<file path="src/rtl/sdm_mod2_tx_if.sv">
// Sample-input handshake for the second-order sigma-delta transmitter.
// The source (master) drives a word and its valid flag; the modulator
// (slave) returns ready while its one-entry input buffer is empty.
interface sdm_mod2_tx_if #(
  parameter int unsigned WIDTH = 16
) ();

  logic [WIDTH-1:0] din;
  logic             din_valid;
  logic             din_ready;

  modport master (
    output din,
    output din_valid,
    input  din_ready
  );

  modport slave (
    input  din,
    input  din_valid,
    output din_ready
  );

endinterface

</file>
<file path="src/rtl/sdm_mod2_tx.sv">
// Second-order 1-bit sigma-delta modulator, transmit side of the modulator link.
// Takes unsigned WIDTH-bit words (density = din / 2^WIDTH), one per frame of
// dec_rate bits, and emits mdata1 with its bit clock mclkout and a word_clk frame
// strobe. mdata1 only changes with mclkout rising, so a receiver sampling on the
// falling edge sees CLK_DIV/2 clocks of setup and hold.
module sdm_mod2_tx #(
  parameter int unsigned WIDTH    = 16,
  parameter int unsigned dec_rate = 256,
  parameter int unsigned CLK_DIV  = 4,
  parameter int unsigned ACC_W    = WIDTH + 4
) (
  input  logic         mclkin,
  input  logic         rst_n,
  sdm_mod2_tx_if.slave din_bus,
  output logic         mclkout,
  output logic         mdata1,
  output logic         word_clk,
  output logic         underrun
);

  localparam int unsigned DW = $clog2(CLK_DIV);
  localparam int unsigned BW = $clog2(dec_rate);
  // Two guard bits so sums never wrap before they are clamped.
  localparam int unsigned EW = ACC_W + 2;

  typedef logic signed [EW-1:0]    ext_t;
  typedef logic signed [ACC_W-1:0] acc_t;

  localparam longint SatHiL = (longint'(1) << (WIDTH + 2)) - 1;
  localparam longint SatLoL = -(longint'(1) << (WIDTH + 2));
  localparam longint FbL    = longint'(1) << WIDTH;

  localparam ext_t SatHi = EW'(SatHiL);
  localparam ext_t SatLo = EW'(SatLoL);
  localparam ext_t FbVal = EW'(FbL);

  localparam logic [WIDTH-1:0] MidScale = {1'b1, {(WIDTH - 1){1'b0}}};

  // Bit-clock divider and bit-in-frame index.
  logic [DW-1:0] d_q;
  logic [BW-1:0] b_q;

  // One-entry input buffer and the word driving the current frame.
  logic             buf_full_q;
  logic [WIDTH-1:0] buf_q;
  logic [WIDTH-1:0] x_hold_q;

  // Integrators.
  acc_t i1_q, i2_q;
  acc_t i1_d, i2_d;

  // Registered outputs.
  logic mclkout_q, mdata1_q, word_clk_q, underrun_q;

  logic             tick;
  logic             fall;
  logic             boundary;
  logic             xfer;
  logic             load;
  logic             bit_now;
  logic [WIDTH-1:0] x_sel;
  ext_t             x_ext;
  ext_t             fb_ext;
  ext_t             i1_sum;
  ext_t             i2_sum;

  function automatic ext_t sext(input acc_t v);
    return {{(EW - ACC_W){v[ACC_W-1]}}, v};
  endfunction

  function automatic acc_t sat(input ext_t v);
    if (v > SatHi) begin
      return ACC_W'(SatHi);
    end else if (v < SatLo) begin
      return ACC_W'(SatLo);
    end else begin
      return ACC_W'(v);
    end
  endfunction

  assign tick     = (d_q == DW'(CLK_DIV - 1));
  assign fall     = (d_q == DW'(CLK_DIV / 2 - 1));
  assign boundary = tick && (b_q == '0);
  assign xfer     = din_bus.din_valid && !buf_full_q;
  // A full buffer at a boundary is consumed; the same edge can never also accept
  // a word, because ready is low while the buffer is full.
  assign load     = boundary && buf_full_q;

  assign din_bus.din_ready = !buf_full_q;

  assign mclkout  = mclkout_q;
  assign mdata1   = mdata1_q;
  assign word_clk = word_clk_q;
  assign underrun = underrun_q;

  // Modulator next state: quantise on the sign of i2, then feed back full scale.
  always_comb begin
    x_sel   = load ? buf_q : x_hold_q;
    x_ext   = ext_t'({{(EW - WIDTH){1'b0}}, x_sel});
    bit_now = !i2_q[ACC_W-1];
    fb_ext  = bit_now ? FbVal : '0;
    i1_sum  = sext(i1_q) + x_ext - fb_ext;
    i1_d    = sat(i1_sum);
    i2_sum  = sext(i2_q) + sext(i1_d) - fb_ext;
    i2_d    = sat(i2_sum);
  end

  // Bit-clock divider and frame bit counter (dec_rate is a power of two, so b wraps).
  always_ff @(posedge mclkin or negedge rst_n) begin
    if (!rst_n) begin
      d_q <= '0;
      b_q <= '0;
    end else begin
      d_q <= tick ? '0 : d_q + DW'(1);
      if (tick) begin
        b_q <= b_q + BW'(1);
      end
    end
  end

  // Input buffer and per-frame word hand-over; an empty buffer at a boundary keeps
  // the previous word and flags an underrun.
  always_ff @(posedge mclkin or negedge rst_n) begin
    if (!rst_n) begin
      buf_full_q <= 1'b0;
      buf_q      <= '0;
      x_hold_q   <= MidScale;
      underrun_q <= 1'b0;
    end else begin
      underrun_q <= boundary && !buf_full_q;
      if (load) begin
        x_hold_q   <= buf_q;
        buf_full_q <= 1'b0;
      end
      if (xfer) begin
        buf_q      <= din_bus.din;
        buf_full_q <= 1'b1;
      end
    end
  end

  // Integrators advance once per output bit.
  always_ff @(posedge mclkin or negedge rst_n) begin
    if (!rst_n) begin
      i1_q <= '0;
      i2_q <= '0;
    end else if (tick) begin
      i1_q <= i1_d;
      i2_q <= i2_d;
    end
  end

  // Bit clock, data and frame strobe all launch on the tick edge.
  always_ff @(posedge mclkin or negedge rst_n) begin
    if (!rst_n) begin
      mclkout_q  <= 1'b0;
      mdata1_q   <= 1'b0;
      word_clk_q <= 1'b0;
    end else if (tick) begin
      mclkout_q  <= 1'b1;
      mdata1_q   <= bit_now;
      word_clk_q <= boundary;
    end else if (fall) begin
      mclkout_q  <= 1'b0;
    end
  end

endmodule

</file>
<file path="src/flat_wrapper.sv">
// flat-port wrapper written by rule: the top's interface ports become plain ports
module sdm_mod2_tx_flat 
#(
  parameter int unsigned WIDTH    = 16,
  parameter int unsigned dec_rate = 256,
  parameter int unsigned CLK_DIV  = 4,
  parameter int unsigned ACC_W    = WIDTH + 4
)
  (mclkin, rst_n, mclkout, mdata1, word_clk, underrun, din_bus_din, din_bus_din_valid, din_bus_din_ready);
  sdm_mod2_tx_if #(.WIDTH(WIDTH)) din_bus_i ();
  input  logic mclkin;
  input  logic rst_n;
  output logic mclkout;
  output logic mdata1;
  output logic word_clk;
  output logic underrun;
  input wire logic [$bits(din_bus_i.din)-1:0] din_bus_din;
  input wire logic [$bits(din_bus_i.din_valid)-1:0] din_bus_din_valid;
  output wire logic [$bits(din_bus_i.din_ready)-1:0] din_bus_din_ready;
  assign din_bus_i.din = din_bus_din;
  assign din_bus_i.din_valid = din_bus_din_valid;
  assign din_bus_din_ready = din_bus_i.din_ready;
  sdm_mod2_tx #(.WIDTH(WIDTH), .dec_rate(dec_rate), .CLK_DIV(CLK_DIV), .ACC_W(ACC_W)) u_core (.mclkin(mclkin), .rst_n(rst_n), .din_bus(din_bus_i), .mclkout(mclkout), .mdata1(mdata1), .word_clk(word_clk), .underrun(underrun));
endmodule
</file>
<file path="config.mk">
export PLATFORM = sky130hd
export DESIGN_NAME = sdm_mod2_tx_flat
export DESIGN_NICKNAME = d
export VERILOG_FILES = /design/src/rtl/sdm_mod2_tx_if.sv /design/src/rtl/sdm_mod2_tx.sv /design/src/flat_wrapper.sv
export SDC_FILE = /design/constraint.sdc
export NUM_CORES = 1
export LEC_CHECK = 0
export ABC_AREA = 1
export BUFFER_PORTS_ARGS = -buffer_cell sky130_fd_sc_hd__buf_4
export CORE_ASPECT_RATIO = 1.2
export CORE_UTILIZATION = 45
export DETAILED_ROUTE_END_ITERATION = 8
export PLACE_DENSITY = 0.58
export SETUP_SLACK_MARGIN = 0.1
export SKIP_LAST_GASP = 1
export SLEW_MARGIN = 40
export SYNTH_ARGS = -nofsm -noshare
export SYNTH_HDL_FRONTEND = slang
export SYNTH_SLANG_ARGS = --single-unit
</file>
<file path="constraint.sdc">
create_clock -name mclkin -period 7.3 [get_ports mclkin]
set_input_delay 0.73 -clock mclkin [delete_from_list [all_inputs] [get_ports mclkin]]
set_output_delay 0.73 -clock mclkin [all_outputs]
set_load 0.005 [all_outputs]
</file>
==> results of run 1 <==
## how the worst max path moves through the flow
| stage | slack [ns] | cells after the start | from | to |
|---|---|---|---|---|
| 2_1_floorplan | 0.91 | 41 | u_core.d_q[0] | u_core.i2_q[12] |
| 3_3_place_gp | 0.91 | 41 | u_core.b_q[6] | u_core.i2_q[5] |
| 3_5_place_dp | 0.55 | 41 | u_core.b_q[6] | u_core.i2_q[17] |
| 6_report | 0.72 | 41 | u_core.b_q[6] | u_core.i2_q[17] |
| 5_1_grt | 0.15 | 41 | u_core.b_q[7] | u_core.i2_q[13] |
| 4_1_cts | 0.53 | 41 | u_core.b_q[6] | u_core.i2_q[17] |
## area by class of cell
class / instances / area [µm²]
inverter: 77 / 289
clock inverter: 6 / 109
clock buffer: 10 / 229
fill: 1281 / 6170
tap: 164 / 205
multi-input combinational: 596 / 3410
timing repair buffer: 26 / 195
sequential: 87 / 2180
## worst max-delay path, delay by kind of cell (launching register included)
family / cells / cell delay [ns]
flops: 1 / 0.40
xor+xnor: 3 / 0.47
simple gates: 22 / 2.56
compound gates: 4 / 0.72
buf+inv: 5 / 0.42
fa+ha+maj: 7 / 1.88
## cells by family after synthesis
family                   count (synthesis)  share of synthesized area [%]
AO/OA/AOI/OAI                           88                           8.34
multiplexers                            16                           3.02
buffers and inverters                   94                           6.58
adder cells (fa/ha/maj)                 49                           10.5
XOR/XNOR                                39                           5.85
flip-flops                              87                           36.5
AND/OR/NAND/NOR                        404                           29.2
## layout by cell type, fill, tap and decap left out, types with 13 or more instances in the layout
| master | netlist | routed |
|---|---|---|
| nand2_1 | 264 | 264 |
| dfrtp_1 | 86 | 86 |
| inv_1 | 74 | 72 |
| nor2_1 | 55 | 55 |
| ha_1 | 47 | 47 |
| a21oi_1 | 47 | 46 |
| nand2_2 | 29 | 29 |
| nand3_1 | 27 | 27 |
| buf_4 | 3 | 26 |
| xor2_1 | 25 | 25 |
| o21ai_0 | 16 | 16 |
| mux2_2 | 16 | 16 |
| xnor2_1 | 13 | 13 |
## state kept, by name, indices dropped and copies added, names as in the netlist
signal and count:
u_core.mdata1 1, u_core.d_q 2, u_core.b_q 8, u_core.mclkout 1, u_core.underrun 1, u_core.word_clk 1, u_core.i1_q 20, u_core.buf_q 16
u_core.buf_full_q 1, u_core.i2_q 20, u_core.x_hold_q 16
## metrics by stage
stage                     worst slack (ns)  instances  instance area (µm²)
after floorplan                      0.911        777                 5970
after global routing                 0.148        966                 6610
final                                0.723        966                 6610
after CTS                            0.529        966                 6600
after detailed placement             0.546        950                 6260
after global placement               0.908        950                 6260
## layer usage
metal	vias up	part of all wire, %	track usage, %	wire, µm
met5	-	0	0	0
met3	22	2.5	4.07	348
met2	67	49	37.6	6800
li1	2518	-	-	-
met4	0	1.9	7.01	260
met1	2267	47	26.9	6470
## power by group through the flow
stage / clock [mW] / sequential (mW) / combinational, mW
final: 0.524 / 0.534 / 0.0523
after global routing: 0.558 / 0.538 / 0.0582
after CTS: 0.534 / 0.534 / 0.0543
after detailed placement: 0 / 0.543 / 0.0543
after global placement: 0 / 0.540 / 0.0503
after floorplan: 0 / 0.535 / 0.0312
==> impl_metrics.ini, run 1 <==
[sta]
whs_ns = 0.327
tightest_slew_ns = 0.697
fmax_mhz = 152
finalSetupViolations = 0
fin_tns_setup_ns = 0
rsz0062_at_grt = no
fin_skew_ns = 0.0110
period_needed_ns = 6.58
hold_violations = 0
fin_crit_sh_pct = 90.1
slew_headroom_pct = 53.5
slew_violations = 0

[drt]
vias = 4874
drt_iter0_drc = 190
wl_per_cell_um = 14.4
drc = 0
drt_first_pass_iters = 4
ant_nets = 0
wirelength_um = 13900
viasPerCell = 5.05

[hold_path]
min_path_type = in -> async

[clock_tree]
ctsHoldBuffers = 0
clockBufferDepth = 2
cts.sinks = 87
cts_resized = 0
cts_buffers = 9
clock-root-buffer = clkbuf_16
cts.clk_slew.worst_paths_ns = 0.07
clkLatencyLatePin_ns = 0.34
cts_setup_buffers = 0
cts_tree = yes
htree_levels = 3

[power]
p_comb_share_pct = 4.7
leakagePower_nw = 3.72
switching_share_pct = 20.7
power_density_nw_per_um2 = 168
irDropWorstVdd_mv = 0.116
power_mw = 1.11
seqPwrFrac_pct = 48.1
intPower_mw = 0.880
pwr-share-clk_pct = 47.2
switchingPower_mw = 0.229

[setup_path]
reg2regPathDepth = 41
criticalPathCategory = reg -> reg
worst_setup_path_end_kind = flip-flop
r2r_slack_ns = 0.72
worst_path_max_delay_cell = fa_1
cp-start-kind = flip-flop
reg2reg_from = u_core.b_q[6]
cpMostUsedCell = nand2_1
crit_fanout = 18
cp.arrival_ns = 6.79
cp_slowest_stage_delay_ns = 0.43
required_ns = 7.51
r2r-end = u_core.i2_q[17]

[yosys]
synth_most_common_cell = nand2_1
syn-cell-area_um2 = 5970
async_flop_share_pct = 100
synth_cell_types = 44
synth_top_cell_area_share_pct = 36.1
synth_top_area_cell = dfrtp_1
synthFlopType = dfrtp_1
netlist_instances = 777
syn-num-nets = 845
synth_seq_area_share_pct = 36.5
synth_commonest_cells = nand2_1 (264), dfrtp_1 (86), inv_1 (74), nor2_1 (55)
syn_area_per_cell_um2 = 7.68
synth_seq_cells = 87
synth-edff-count = 0
yosysWarnings = 0
synth.area.top_cells = dfrtp_1 (36%), nand2_1 (17%), ha_1 (9.9%)

[floorplanning]
core_area_um2 = 12800
fp.dieArea_um2 = 13700
rows = 45
start_util_pct = 46.7
die_x_um = 107
die_h_um = 128
design.portCount = 24

[global_routing]
grt_pass1_wl_um = 23200
grt-ovfl-total = 0
track_usage_pct = 21.6
antenna_found_initial = 0
grt_max_degree = 57
grt_pass1_vias = 4930

[flow_run]
max-cap-violations = 0

[run_status]
outcome = finished clean

[placement]
hpwlAfterDp_um = 10800
numPortBuffers = 23
gp_congestion = 0.907

[layout]
final_util_pct = 51.7
drive_gt1_share_pct = 13.7
n_antenna_cell = 0
nets = 865
area_delta_synth_final_pct = 10.8
Power figures use the tool's default switching activity.
==> run 2: changes to the inputs <==
--- a/config.mk
+++ b/config.mk
@@ -8,9 +8,11 @@
 export ABC_AREA = 1
 export BUFFER_PORTS_ARGS = -buffer_cell sky130_fd_sc_hd__buf_4
 export CORE_ASPECT_RATIO = 1.2
+export CORE_MARGIN = 10
 export CORE_UTILIZATION = 45
 export DETAILED_ROUTE_END_ITERATION = 8
 export PLACE_DENSITY = 0.58
+export RECOVER_POWER = 100
 export SETUP_SLACK_MARGIN = 0.1
 export SKIP_LAST_GASP = 1
 export SLEW_MARGIN = 40
==> impl_metrics.ini, run 2 (synthesis gave the netlist of run 1 again) <==
[floorplanning]
fp.dieArea_um2 = 18300
die_x_um = 125
rows = 46
start_util_pct = 45.5
design.portCount = 24
core_area_um2 = 13100
die_h_um = 146

[setup_path]
path_buf_inv = 5
cpMostUsedCell = nand2_1
criticalPathCategory = reg -> reg
cp_top_family = simple AND/OR/NAND/NOR gates
required_ns = 7.56
worst_setup_path_end_kind = flip-flop
cp_slowest_stage_delay_ns = 0.42
cp-start-kind = flip-flop
worst_path_max_delay_cell = fa_1
crit_fanout = 18
cp.arrival_ns = 6.79

[sta]
slew_headroom_pct = -75.5
tightest_slew_ns = 2.63
fin_crit_sh_pct = 89.4
fin_skew_ns = 0.00996
hold_violations = 0
fin_tns_setup_ns = 0
slew_violations = 90
finalSetupViolations = 0
fmax_mhz = 153
rsz0062_at_grt = no
period_needed_ns = 6.53

[layout]
drive_gt1_share_pct = 11.5
nets = 865
n_antenna_cell = 0
final_common_cell = nand2_1
final_cell_mix = nand2_1 (275), dfrtp_1 (86), inv_1 (73), nor2_1 (55)
nFillCells = 1327
final_util_pct = 49.8
instances_no_fill = 970
area_delta_synth_final_pct = 9.48
reg_top3 = u_core.i1_q x20, u_core.i2_q x20

[drt]
ant_nets = 0
routed.top_layer = met4
wl_met1_um = 6400
vias = 4869
drt_iter0_drc = 224
wl_per_cell_um = 14.0
drt_first_pass_iters = 4
wirelength_um = 13600
dr_wl_met2_um = 6640
drc = 0
met3WireLength_um = 428
viasPerCell = 5.02

[flow_run]
max-cap-violations = 2

[clock_tree]
clock-root-buffer = clkbuf_16
cts_buffers = 9
clockBufferDepth = 2
cts_tree = yes
cts_setup_buffers = 0
cts.clk_slew.worst_paths_ns = 0.07
cts_resized = 0
cts.sinks = 87
clkLatencyLatePin_ns = 0.34
ctsHoldBuffers = 0
htree_levels = 3

[global_routing]
antenna_found_initial = 0
grt_pass1_wl_um = 23100
grt_max_degree = 51
track_usage_pct = 14.9
grt-ovfl-total = 0
grt_pass1_vias = 4850

[placement]
hpwlAfterDp_um = 10400
numPortBuffers = 23
placed_cells = 954
gp_congestion = 0.921

[run_status]
outcome = complete, but fails checks
violations = capacitance limit, slew limit

[power]
power_density_nw_per_um2 = 160
irDropWorstVdd_mv = 0.116
leakagePower_nw = 3.68

[hold_path]
min_path_type = reg -> reg
-- run 2: cell types whose count changed in the layout (fill, tap and decap cells not counted), moves of 2 or more --
cell and change:
o21ai_1 -4, bufinv_16 -2, clkinvlp_4 +2, nand2_2 -11
buf_4 -8, clkbuf_1 +3, nand2_1 +11, clkbuf_4 +5
o21ai_0 +4
-- run 2: worst reg2reg max path, delay by kind of cell, from the launching register on --
family / cells / cell delay, ns
compound gates: 4 / 0.84
buf+inv: 5 / 0.41
fa+ha+maj: 7 / 1.89
simple gates: 21 / 2.41
xor+xnor: 3 / 0.49
flops: 1 / 0.40
-- run 2: per-stage QoR --
stage | setup slack [ns] | hold slack (ns) | cell area, µm² | power, mW
after global routing | 0.0487 | 0.471 | 6530 | 1.09
after global placement | 0.903 | 0.433 | 6270 | 0.591
final | 0.773 | 0.424 | 6530 | 1.05
after CTS | 0.582 | 0.380 | 6570 | 1.06
after floorplan | 0.911 | 0.403 | 5970 | 0.566
after detailed placement | 0.615 | 0.420 | 6270 | 0.597
-- run 2: path summary, 6_finish.rpt --
check | start | to | slack (ns) | depth (start not counted)
worst min register to register | u_core.buf_full_q | u_core.underrun | 0.42 | 1
worst max-delay path | u_core.b_q[7] | u_core.i2_q[8] | 0.77 | 40
max in group asynchronous | rst_n | u_core.d_q[1] | 2.86 | 2
min in group asynchronous | rst_n | u_core.buf_q[1] | 1.06 | 1
worst max register to register | u_core.b_q[7] | u_core.i2_q[8] | 0.77 | 40
worst min-delay path | u_core.buf_full_q | u_core.underrun | 0.42 | 1
-- run 2: layout make-up --
type / count / area [µm²] / area share [%]
clock buffers: 11 / 243 / 3.72
repair buffers: 26 / 184 / 2.82
flip-flops and latches: 87 / 2180 / 33.3
well taps: 168 / 210 / 3.22
multi-input cells: 596 / 3370 / 51.6
clock inverters: 5 / 58.8 / 0.900
inverters: 77 / 289 / 4.42
-- run 2: metal layers --
| metal | GRT usage (%) | up-vias |
|---|---|---|
| met3 | 2.72 | 7 |
| met4 | 4.38 | 0 |
| met1 | 18.8 | 2262 |
| li1 | - | 2526 |
| met2 | 25.4 | 74 |
| met5 | 0 | - |
-- run 2: power breakdown --
group | total [mW] | internal [mW] | switching (mW)
clock network | 0.463 | 0.275 | 0.188
logic | 0.0520 | 0.0307 | 0.0213
registers | 0.534 | 0.515 | 0.0185
total | 1.05 | 0.821 | 0.228
==> run 3: changes to the inputs <==
--- a/config.mk
+++ b/config.mk
@@ -12,7 +12,7 @@
 export CORE_UTILIZATION = 45
 export DETAILED_ROUTE_END_ITERATION = 8
 export PLACE_DENSITY = 0.58
-export RECOVER_POWER = 100
+export RECOVER_POWER = 50
 export SETUP_SLACK_MARGIN = 0.1
 export SKIP_LAST_GASP = 1
 export SLEW_MARGIN = 40
==> impl_metrics.ini, run 3 (synthesis gave the netlist of run 1 again) <==
[setup_path]
cp-start-kind = flip-flop
r2r-end = u_core.i2_q[8]
reg2reg_from = u_core.b_q[7]
cp.arrival_ns = 6.84
cpMostUsedCell = nand2_1
worst_setup_path_end_kind = flip-flop
r2r_slack_ns = 0.73
criticalPathCategory = reg -> reg
worst_path_max_delay_cell = fa_1
crit_fanout = 18
reg2regPathDepth = 40
cp_slowest_stage_delay_ns = 0.42
required_ns = 7.56

[drt]
drt_first_pass_iters = 4
ant_nets = 0
drc = 0
vias = 4834
viasPerCell = 4.98
wl_per_cell_um = 14.0
drt_iter0_drc = 205
wirelength_um = 13600

[run_status]
outcome = complete, but fails checks
violations = capacitance limit, slew limit

[global_routing]
grt_max_degree = 51
grt_pass1_vias = 4850
antenna_found_initial = 0
grt-ovfl-total = 0
track_usage_pct = 14.9
grt_pass1_wl_um = 23100

[power]
power_density_nw_per_um2 = 160
switchingPower_mw = 0.228
p_comb_share_pct = 5.0
switching_share_pct = 21.7
power_mw = 1.05
irDropWorstVdd_mv = 0.116
leakagePower_nw = 3.68
intPower_mw = 0.821
seqPwrFrac_pct = 50.9
pwr-share-clk_pct = 44.1

[clock_tree]
cts_setup_buffers = 0
htree_levels = 3
cts_tree = yes
clockBufferDepth = 2
cts_buffers = 9
clock-root-buffer = clkbuf_16
clkLatencyLatePin_ns = 0.34
cts.sinks = 87
cts.clk_slew.worst_paths_ns = 0.07

[sta]
slew_violations = 90
fmax_mhz = 152
slew_headroom_pct = -75.5
finalSetupViolations = 0
hold_violations = 0
rsz0062_at_grt = no
fin_crit_sh_pct = 90.1
tightest_slew_ns = 2.63
fin_tns_setup_ns = 0
period_needed_ns = 6.57
fin_skew_ns = 0.00896

[floorplanning]
fp.dieArea_um2 = 18300
rows = 46
die_x_um = 125
start_util_pct = 45.5
die_h_um = 146
core_area_um2 = 13100
design.portCount = 24

[layout]
area_delta_synth_final_pct = 10.1
final_cell_mix = nand2_1 (264), dfrtp_1 (86), inv_1 (72), nor2_1 (55)
nFillCells = 1318
reg_top3 = u_core.i1_q x20, u_core.i2_q x20
design_area_um2 = 6570
seq_area_um2 = 2180
n_antenna_cell = 0
multi_input_area_um2 = 3410
nets = 865
final_common_cell = nand2_1
drive_gt1_share_pct = 13.1

[placement]
hpwlAfterDp_um = 10400
placed_cell_area_um2 = 6270
numPortBuffers = 23
gp_congestion = 0.921

[hold_path]
hold_path_end = u_core.underrun
hp-start = u_core.buf_full_q
min_path_cells = 1
min_path_type = reg -> reg

[flow_run]
max-cap-violations = 2
[run 3: changes by cell type in the layout (fill, tap and decap cells not counted)]
cell | previous run | this run
nand2_1 | 275 | 264
nand2_2 | 18 | 29
o21ai_0 | 20 | 16
o21ai_1 | 1 | 5
buf_4 | 18 | 21
clkbuf_4 | 5 | 2
inv_1 | 73 | 72
inv_2 | 4 | 5
xor2_1 | 26 | 25
xor2_2 | 0 | 1
[run 3: per-stage QoR]
stage	cells	util, %	hold WS, ns	worst slack [ns]
6_report	970	50.1	0.424	0.725
5_1_grt	970	50.1	0.471	0.0998
4_1_cts	970	50.1	0.380	0.582
3_5_place_dp	954	47.8	0.420	0.615
3_3_place_gp	954	47.8	0.433	0.903
2_1_floorplan	777	-	0.403	0.911
[run 3: worst max-delay path by stage]
stage / start / end / slack, ns / cells past startpoint
detailed placement: u_core.b_q[7] / u_core.i2_q[8] / 0.61 / 41
finish: u_core.b_q[7] / u_core.i2_q[8] / 0.73 / 40
CTS: u_core.b_q[7] / u_core.i2_q[8] / 0.58 / 41
global placement: u_core.b_q[6] / u_core.i2_q[5] / 0.90 / 41
floorplan: u_core.d_q[0] / u_core.i2_q[12] / 0.91 / 41
global route: u_core.b_q[7] / u_core.i2_q[5] / 0.1 / 40
[run 3: what timing repair did]
item	in CTS	in global routing
setup endpoints to repair	0	18
hold buffers	0	0
resized for setup	0	2
[run 3: routing by layer]
metal | track usage [%] | vias up | wire length, µm
met5 | 0 | - | 0
met4 | 4.38 | 0 | 153
met3 | 2.72 | 12 | 468
met2 | 25.4 | 69 | 6590
met1 | 18.8 | 2231 | 6370
li1 | - | 2522 | -
[run 3: layout make-up]
cell class | instances | area share (%)
well taps | 168 | 3.20
clock buffers | 11 | 3.70
multi-input cells | 596 | 51.8
inverters | 77 | 4.40
repair buffers | 26 | 2.80
flip-flops and latches | 87 | 33.2
clock inverters | 5 | 0.895
[run 3: power by group through the flow]
stage               registers (mW)  logic [mW]  clock network, mW
CTS                          0.534      0.0545              0.475
global placement             0.540      0.0508                  0
global route                 0.538      0.0580              0.494
detailed placement           0.543      0.0541                  0
finish                       0.534      0.0520              0.463
floorplan                    0.535      0.0312                  0
[run 3: critical path, delay by kind of cell, from the launching register on]
kind                       cells  cell delay (ns)
buffers and inverters          5             0.42
xor gates and xnor gates       3             0.49
and+or+nand+nor               21             2.43
DFF                            1             0.40
AOI/OAI and AO/OA              4             0.84
adders and majority gates      7             1.89
